===== src/rtl/is_uart_tx_arbiter_pkg.sv =====
// Shared types and constants for the UART controller block family.
// arb_state_t : lock/drain state machine of the TX arbiter.
// UART_BYTE_W : width of one byte on every requester and on the UART TX port.
package is_pkg_uart_controller;

    localparam int UART_BYTE_W = 8;

    typedef enum logic [1:0] {
        ARB_IDLE  = 2'd0,
        ARB_LOCK  = 2'd1,
        ARB_DRAIN = 2'd2
    } arb_state_t;

endpackage


===== src/rtl/is_uart_rr_pick.sv =====
// Combinational round-robin priority pick.
// Returns the first asserted bit of valid_i at or after index ptr_i, searching
// upward and wrapping modulo N_REQ (N_REQ need not be a power of two).
// Ports:
//   valid_i  in   N_REQ           request vector
//   ptr_i    in   $clog2(N_REQ)   highest-priority index, must be < N_REQ
//   grant_o  out  N_REQ           one-hot winner, 0 when nothing valid
//   idx_o    out  $clog2(N_REQ)   binary index of the winner
//   any_o    out  1               at least one bit of valid_i set
module is_uart_rr_pick #(
    parameter int N_REQ = 4
) (
    input  logic [N_REQ-1:0]         valid_i,
    input  logic [$clog2(N_REQ)-1:0] ptr_i,
    output logic [N_REQ-1:0]         grant_o,
    output logic [$clog2(N_REQ)-1:0] idx_o,
    output logic                     any_o
);

    localparam int PW = $clog2(N_REQ);

    logic [PW:0]   sum;
    logic [PW-1:0] cand;

    always_comb begin
        grant_o = '0;
        idx_o   = '0;
        any_o   = 1'b0;
        sum     = '0;
        cand    = '0;
        for (int k = 0; k < N_REQ; k++) begin
            // One extra bit holds ptr + k (at most 2*N_REQ-2) before the wrap.
            sum = {1'b0, ptr_i} + (PW+1)'(k);
            if (sum >= (PW+1)'(N_REQ)) begin
                sum = sum - (PW+1)'(N_REQ);
            end
            cand = sum[PW-1:0];
            if (!any_o && valid_i[cand]) begin
                any_o         = 1'b1;
                grant_o[cand] = 1'b1;
                idx_o         = cand;
            end
        end
    end

endmodule


===== src/rtl/is_uart_tx_arbiter.sv =====
// Shares one UART transmitter among N_REQ byte-stream requesters.
// Round-robin grant that stays locked to one owner for a whole packet (until a
// byte with req_last_i), a single output byte register driving the UART TX
// handshake, and a watchdog that releases a lock whose owner has gone quiet.
// Ports:
//   clk_i            in   1              system clock
//   rst_i            in   1              asynchronous reset, active-high
//   req_valid_i      in   N_REQ          requester i has a byte
//   req_data_i       in   N_REQ*8        byte of requester i at [8i+7:8i]
//   req_last_i       in   N_REQ          byte of requester i ends its packet
//   req_ready_o      out  N_REQ          requester i may hand over a byte now
//   uart_tx_rdy_t_o  out  1              byte offered to UART (held until taken)
//   uart_tx_data_o   out  8              offered byte
//   uart_tx_rdy_r_i  in   1              UART idle, takes byte when both rdy high
//   grant_o          out  N_REQ          one-hot current owner, 0 when idle
//   busy_o           out  1              packet lock held or byte pending
//   timeout_o        out  1              1-cycle pulse on forced release
module is_uart_tx_arbiter
    import is_pkg_uart_controller::*;
#(
    parameter int N_REQ   = 4,
    parameter int TIMEOUT = 1024
) (
    input  logic                           clk_i,
    input  logic                           rst_i,
    input  logic [N_REQ-1:0]               req_valid_i,
    input  logic [N_REQ*UART_BYTE_W-1:0]   req_data_i,
    input  logic [N_REQ-1:0]               req_last_i,
    output logic [N_REQ-1:0]               req_ready_o,
    output logic                           uart_tx_rdy_t_o,
    output logic [UART_BYTE_W-1:0]         uart_tx_data_o,
    input  logic                           uart_tx_rdy_r_i,
    output logic [N_REQ-1:0]               grant_o,
    output logic                           busy_o,
    output logic                           timeout_o
);

    localparam int PW = $clog2(N_REQ);
    localparam int TW = $clog2(TIMEOUT);
    localparam logic [TW-1:0] TCNT_MAX = TW'(TIMEOUT - 1);
    localparam logic [PW-1:0] IDX_MAX  = PW'(N_REQ - 1);

    arb_state_t             state_q,    state_d;
    logic [N_REQ-1:0]       grant_q,    grant_d;
    logic [PW-1:0]          owner_q,    owner_d;
    logic [PW-1:0]          rr_q,       rr_d;
    logic                   out_full_q, out_full_d;
    logic [UART_BYTE_W-1:0] out_data_q, out_data_d;
    logic [TW-1:0]          tcnt_q,     tcnt_d;
    logic                   timeout_q,  timeout_d;

    logic [N_REQ-1:0]       pick_grant;
    logic [PW-1:0]          pick_idx;
    logic                   pick_any;

    logic                   uart_take;
    logic                   own_valid;
    logic                   own_last;
    logic [UART_BYTE_W-1:0] own_data;
    logic [PW-1:0]          owner_succ;
    logic                   ready_ok;
    logic                   accept;

    is_uart_rr_pick #(
        .N_REQ (N_REQ)
    ) u_pick (
        .valid_i (req_valid_i),
        .ptr_i   (rr_q),
        .grant_o (pick_grant),
        .idx_o   (pick_idx),
        .any_o   (pick_any)
    );

    // Handshake terms seen from the current owner.
    always_comb begin
        uart_take  = out_full_q & uart_tx_rdy_r_i;
        own_valid  = req_valid_i[owner_q];
        own_last   = req_last_i[owner_q];
        own_data   = req_data_i[int'(owner_q)*UART_BYTE_W +: UART_BYTE_W];
        owner_succ = (owner_q == IDX_MAX) ? '0 : owner_q + 1'b1;
        // Ready also when the UART drains the register this same cycle, so a
        // continuously ready UART sees one byte per cycle with no bubble.
        ready_ok   = (state_q == ARB_LOCK) & (~out_full_q | uart_take);
        accept     = ready_ok & own_valid;
    end

    always_comb begin
        state_d    = state_q;
        grant_d    = grant_q;
        owner_d    = owner_q;
        rr_d       = rr_q;
        out_full_d = out_full_q;
        out_data_d = out_data_q;
        tcnt_d     = tcnt_q;
        timeout_d  = 1'b0;

        // Output byte register: a reload wins over a plain drain.
        if (accept) begin
            out_data_d = own_data;
            out_full_d = 1'b1;
        end else if (uart_take) begin
            out_full_d = 1'b0;
        end

        case (state_q)
            ARB_IDLE: begin
                tcnt_d = '0;
                if (pick_any) begin
                    grant_d = pick_grant;
                    owner_d = pick_idx;
                    state_d = ARB_LOCK;
                end
            end
            ARB_LOCK: begin
                if (accept) begin
                    tcnt_d = '0;
                    // A last byte takes precedence over a watchdog expiry.
                    if (own_last) begin
                        rr_d    = owner_succ;
                        state_d = ARB_DRAIN;
                    end
                end else if (!own_valid) begin
                    if (tcnt_q == TCNT_MAX) begin
                        timeout_d = 1'b1;
                        rr_d      = owner_succ;
                        state_d   = ARB_DRAIN;
                    end else begin
                        tcnt_d = tcnt_q + 1'b1;
                    end
                end
            end
            ARB_DRAIN: begin
                // Leave as soon as the register is empty or empties now.
                if (!out_full_q || uart_take) begin
                    grant_d = '0;
                    state_d = ARB_IDLE;
                end
            end
            default: begin
                grant_d = '0;
                state_d = ARB_IDLE;
            end
        endcase
    end

    always_ff @(posedge clk_i or posedge rst_i) begin
        if (rst_i) begin
            state_q    <= ARB_IDLE;
            grant_q    <= '0;
            owner_q    <= '0;
            rr_q       <= '0;
            out_full_q <= 1'b0;
            out_data_q <= '0;
            tcnt_q     <= '0;
            timeout_q  <= 1'b0;
        end else begin
            state_q    <= state_d;
            grant_q    <= grant_d;
            owner_q    <= owner_d;
            rr_q       <= rr_d;
            out_full_q <= out_full_d;
            out_data_q <= out_data_d;
            tcnt_q     <= tcnt_d;
            timeout_q  <= timeout_d;
        end
    end

    assign req_ready_o     = ready_ok ? grant_q : '0;
    assign uart_tx_rdy_t_o = out_full_q;
    assign uart_tx_data_o  = out_data_q;
    assign grant_o         = grant_q;
    assign busy_o          = (state_q != ARB_IDLE) | out_full_q;
    assign timeout_o       = timeout_q;

endmodule


===== config.mk =====
export PLATFORM = sky130hd
export DESIGN_NAME = is_uart_tx_arbiter
export DESIGN_NICKNAME = d
export VERILOG_FILES = /design/src/rtl/is_uart_tx_arbiter_pkg.sv /design/src/rtl/is_uart_rr_pick.sv /design/src/rtl/is_uart_tx_arbiter.sv
export SDC_FILE = /design/constraint.sdc
export NUM_CORES = 1
export LEC_CHECK = 0
export CORE_ASPECT_RATIO = 0.75
export CORE_MARGIN = 2
export CORE_UTILIZATION = 63
export CTS_CLUSTER_SIZE = 12
export DETAILED_ROUTE_END_ITERATION = 6
export DONT_BUFFER_PORTS = 1
export GPL_TIMING_DRIVEN = 0
export PLACE_DENSITY = 0.79
export SYNTH_ARGS = -nofsm -noshare
export SYNTH_HDL_FRONTEND = slang
export SYNTH_SLANG_ARGS = --single-unit

===== constraint.sdc =====
create_clock -name clk_i -period 2.8 [get_ports clk_i]
set_input_delay 0.56 -clock clk_i [delete_from_list [all_inputs] [get_ports clk_i]]
set_output_delay 0.56 -clock clk_i [all_outputs]
set_load 0.005 [all_outputs]

-- Word level (Yosys, flattened, before mapping)
Index checks and enable logic that the tools add are counted.
- flip-flop bits (word level): 30
- latch bits: 0
- RAM bits: 0
- ROM bits: 0
- input bits: 43
- output and inout bits: 19
- logic and storage cells: 137
- memories kept: 0
- add/subtract/negate cells: 9
- $mul: 0
- div/mod/pow operators: 0
- order comparisons: 13
- eq/ne operators: 12
- shift operators: 1
- multiplexer cells: 62
- bitwise operators: 10
- reduce and logical (&&, ||, !) cells: 22
- operators with widths (operator ; count):
    2-bit two-way mux ; 19
    32-bit by 6-bit variable part select with 8-bit output ; 1
    10-bit two-way mux ; 3
    4-bit two-way mux ; 7
    1-bit two-way mux ; 20
    10-bit case mux with 2 select lines ; 1
    2-bit by 3-bit < comparator with 1-bit output (second input constant) ; 5
    1-bit binary-select mux with 2-bit select ; 6
    4-bit OR ; 3
    4-bit case mux with 3 select lines ; 1
    10-bit by 1-bit adder with 10-bit output (second input constant) ; 1
    10-bit equality test (second input constant) ; 1
    3-bit greater-or-equal comparator (second input constant) ; 3
    3-bit != test (second input constant) ; 3
    1-bit demux with 2-bit select ; 4
    2-bit by 1-bit greater-or-equal comparator with 1-bit output (second input constant) ; 4
    2-bit nonzero test ; 4
    2-bit by 1-bit subtractor with 2-bit output (second input constant) ; 4
    1-bit logical AND ; 7
    2-bit by 2-bit adder with 3-bit output (second input constant) ; 2
    2-bit != test (second input constant) ; 3
    2-bit case mux with 3 select lines ; 1
    3-bit AND reduction ; 2
    5-bit AND reduction ; 1
    15 further kinds ; 23

-- Longest topological paths before layout
Gate-level depths: netlist of the first run.
- depth in word-level cells: 16
- depth in mapped cells: 8
- depth with buffers taken out: 7

-- Modules after synthesis
Synthesis of the first run repeated with hierarchy kept, for this count alone.
- cell total of the unflattened synthesis: 204
- area total of the unflattened synthesis: 2183.3 um2
- modules (own cells, without submodules) (module ; times used ; cells each ; area an instance (um2) ; sequential area each (um2)):
    is_uart_tx_arbiter ; 1 ; 159 ; 1761.7 ; 750.7
    is_uart_rr_pick ; 1 ; 45 ; 421.7 ; 0.0

-- Worst setup path before layout of the first run
Ideal clock, no wire load.
- path kind: register to register
- from: reg rr_q[0]
- to: reg grant_q[1], in the netlist grant_o[1]
- library setup time: 78 ps
- arrival time: 2489 ps
- required time: 2722 ps
- path slack: 233 ps
- stages on the path, launching flop included: 9
- buffers on the path: 1
- period minus slack after synthesis: 2567 ps
- cells stage by stage: dfrtp_1 > buf_2 > inv_1 > ha_1 > mux4_2 > or2_4 > or3_1 > o211ai_2 > o2bb2ai_1
- cells in the longest elaborated chain, start to end: 16
- elaborated cells between the ends (all ways): 64
- classes of those cells: add/sub (7); order compare (12); eq/ne (1); mux (30); bitwise (3); reduce/logical (11)
- ends and longest elaborated chain (what ; line ; text):
    from (decl) ; is_uart_tx_arbiter.sv:46 ; logic [PW-1:0] rr_q, rr_d;
    from (signal assigned) ; is_uart_tx_arbiter.sv:160 ; rr_q <= rr_d;
    parallel branches: the longest is 16 deep, another holds 2-bit by 1-bit adder with 3-bit output ; - ;
    to (signal assigned) ; is_uart_tx_arbiter.sv:158 ; grant_q <= grant_d;
    to (decl) ; is_uart_tx_arbiter.sv:44 ; logic [N_REQ-1:0] grant_q, grant_d;
Several ways; the timed one is not identified. The select of a mux whose other input is x is not followed.
A chain may end at the register's enable or synchronous reset.

-- Worst setup path in the final report of the first run
Ends and elaborated chain as after synthesis.

==> impl_metrics.py, run 1 <==
metrics = {
    "run_status": {
        "status": "finished clean",
    },
    "pwr": {
        "ir_drop_mv": 0.710,
        "p_total_w": 0.00254,
        "p_per_area_nw_per_um2": 1150,
        "power.leakage_nw": 0.935,
    },
    "clock_network": {
        "clk_pin_slew_worst_paths_ns": 0.07,
        "hold_buffers": 0,
        "cts_buffers": 5,
        "cts_buffer_depth": 2,
        "clock_sinks": 30,
        "insertion_delay_ns": 0.28,
        "cts_tree": "yes",
        "cts_root_buffer": "clkbuf_8",
        "cts.htree.levels": 2,
    },
    "floorplan": {
        "ios": 62,
        "die_w_um": 69.7,
        "core_area_sq_um": 3020,
        "die_area_sq_um": 3720,
        "dieHeight_um": 53.3,
        "start_util_pct": 67.6,
        "num_rows": 17,
    },
    "worst_setup_path": {
        "critPathRequiredTime_ns": 3.00,
        "r2r-start": "rr_q[0]",
        "rrSetupSlack_ns": 0.19,
        "crit_fanout": 10,
        "crit_path_end_kind": "register",
        "timing.rr.end": "grant_o[1]",
        "arrival_ns": 2.81,
        "critical_path_class": "register to register",
        "ff2ff_path_depth": 8,
        "start_kind": "register",
    },
    "drt": {
        "vias": 1542,
        "drtPass1Iterations": 5,
        "ant_nets": 0,
        "routedWlPerCell_um": 19.2,
        "post-route-drc-count": 0,
        "drt_wl_total_mm": 4.34,
        "first_iter_violations": 159,
        "viasPerCell": 6.82,
    },
    "sta": {
        "hold_viol": 0,
        "skew_ns": 0.00485,
        "timing.final.crit_share_pct": 93.3,
        "max_slew.worst_pin.slew_ns": 1.12,
        "setup_ws_ns": 0.187,
        "setup_violations": 0,
        "fin_crit_ns": 2.61,
        "max_clock_freq_ghz": 0.383,
        "slew_headroom_pct": 25.1,
        "rsz0062_at_grt": "no",
        "fin_setup_tns_ns": 0,
        "slew_viol_final": 0,
        "hold_ws_ns": 0.454,
    },
    "yosys": {
        "syn-mean-instance-area_sq_um": 11.3,
        "async_flop_share_pct": 100,
        "ys_ff_latch": 30,
        "synth_area_sq_um": 2040,
        "synth_nets": 232,
        "synth.distinct_cells": 41,
        "synth_cells": 180,
        "ys.flop_type": "dfrtp_1",
        "ys_warn_count": 0,
        "synth_edf_count": 0,
        "ys_seq_area_share_pct": 36.8,
    },
    "placed_design": {
        "gp_congestion": 0.897,
        "portBuffers": 0,
        "dp_slack_ns": -0.0665,
        "hpwl_mm": 3.35,
    },
    "layout": {
        "final-seq-area_sq_um": 752,
        "diodes": 0,
        "multi_input_area_sq_um": 1250,
        "nFillCells": 214,
        "drive_above_1_share_pct": 21.8,
        "num-nets-final": 239,
        "syn2layout_area_growth_pct": 8.46,
    },
    "hold_path": {
        "hold_class": "input pin to asynchronous set/reset pin",
    },
    "job": {
        "cap_violations": 0,
    },
    "global_routing": {
        "grt_util_all_layers_pct": 26.0,
        "grt_pass1_vias": 1479,
        "grt_pass1_wl_mm": 7.26,
        "grt_overflow": 0,
        "antenna_found_initial": 0,
        "grt_max_degree": 31,
    },
}
through the flow:
step	area, sq um	instances	utilization (%)
after detailed placement	2090	218	69.1
final	2210	226	73.3
after CTS	2190	225	72.7
after global routing	2210	226	73.3
after floorplan	2040	180	-
after global placement	2090	218	69.1
flip-flops by register name, summed over array words and instances, names as in the netlist:
signal,cells
timeout_o,1
rr_q,2
uart_tx_data_o,8
grant_o,4
state_q,2
owner_q,2
uart_tx_rdy_t_o,1
tcnt_q,10
worst max-delay path by stage:
| stage | end | slack, ns | start | depth (start not counted) |
|---|---|---|---|---|
| after CTS | grant_o[1] | 0.01 | rr_q[0] | 8 |
| after global placement | grant_o[3] | 0.006 | rr_q[0] | 8 |
| final | grant_o[1] | 0.19 | rr_q[0] | 8 |
| after global routing | grant_o[3] | 0.04 | rr_q[1] | 7 |
| after detailed placement | grant_o[1] | -0.07 | rr_q[0] | 8 |
| after floorplan | grant_o[1] | 0.23 | rr_q[0] | 8 |
layout by cell type (no fill, tap or decap), drive strengths merged, types with 2 or more instances in the layout:
cell,Yosys,layout
a21o,2,2
buf,2,3
a221o,4,4
mux2i,2,2
nand4,2,2
dfrtp,30,30
xor2,4,4
ha,9,9
a31o,2,2
o31ai,3,3
clkinv,0,2
o2bb2ai,4,4
nor2,10,10
and3,3,3
or3,2,2
nor2b,3,3
a22oi,5,5
nand3,4,4
a31oi,7,7
o21ai,6,6
nand2b,7,7
clkbuf,5,9
nand2,8,8
and2,4,4
a41oi,2,2
and4,2,2
mux2,10,10
inv,6,6
nor3,2,2
o21bai,2,2
a21oi,6,6
mux4,14,14
cells in the mapped netlist, types with 5 or more instances:
library cell	number	share of area [%]
a21oi_1	6	1.5
o21ai_0	6	1.5
dfrtp_1	30	37
nand2b_1	7	2.1
inv_1	6	1.1
a22oi_1	5	1.8
nor2_1	10	1.8
clkbuf_1	5	0.92
mux4_2	14	15
a31oi_1	7	2.1
nand2_1	8	1.5
mux2_2	10	5.5
ha_1	9	5.5
metal layers:
metal | share of wire (%) | vias up | wire length (um) | GRT usage [%]
li1 | - | 716 | - | -
met1 | 42 | 756 | 1820 | 31.9
met2 | 51 | 63 | 2210 | 45.8
met3 | 5.7 | 7 | 246 | 6.29
met4 | 1.4 | 0 | 59 | 8.97
met5 | 0 | - | 0 | 0
worst max-delay path, stage by stage, from the launching register on:
cell and delay (ns):
dfrtp_2 0.46, buf_4 0.21, inv_1 0.09, ha_1 0.37
mux4_2 0.34, or2_4 0.28, or3_1 0.41, o211ai_4 0.22
o2bb2ai_1 0.15
cell type report:
class	count	share of cell area, %
timing repair buffer	1	0.339
buffer	6	1.19
sequential	30	34.0
inverter	6	1.02
clock inverter	3	1.81
tap	38	2.15
multi-input combinational	137	56.4
clock buffer	5	3.11
kinds of logic after synthesis:
kind of cell / synth area share, %
adder cells (fa/ha/maj): 5.52
AND/OR/NAND/NOR: 13.6
flip-flops: 36.8
XOR/XNOR: 1.72
AO/OA/AOI/OAI: 18.0
buffers and inverters: 2.45
multiplexers: 21.9
power breakdown:
group | switching [W] | total (W) | internal, W
sequential | 0.000177 | 0.000764 | 0.000587
clock | 0.000168 | 0.000429 | 0.000261
combinational | 0.000691 | 0.00135 | 0.000655
repair_timing:
| item | in CTS | in global routing |
|---|---|---|
| setup buffers | 0 | 1 |
| gates cloned | 0 | 0 |
| endpoints found under the setup margin | 5 | 7 |
| gates resized for setup | 1 | 3 |
(Power assumes the default switching activity.)
==> run 2, diff against run 1 <==
- SKIP_LAST_GASP: not set -> 1
==> results of run 2 <==
The final DEF is identical to that of run 1; final timing and power are the same.
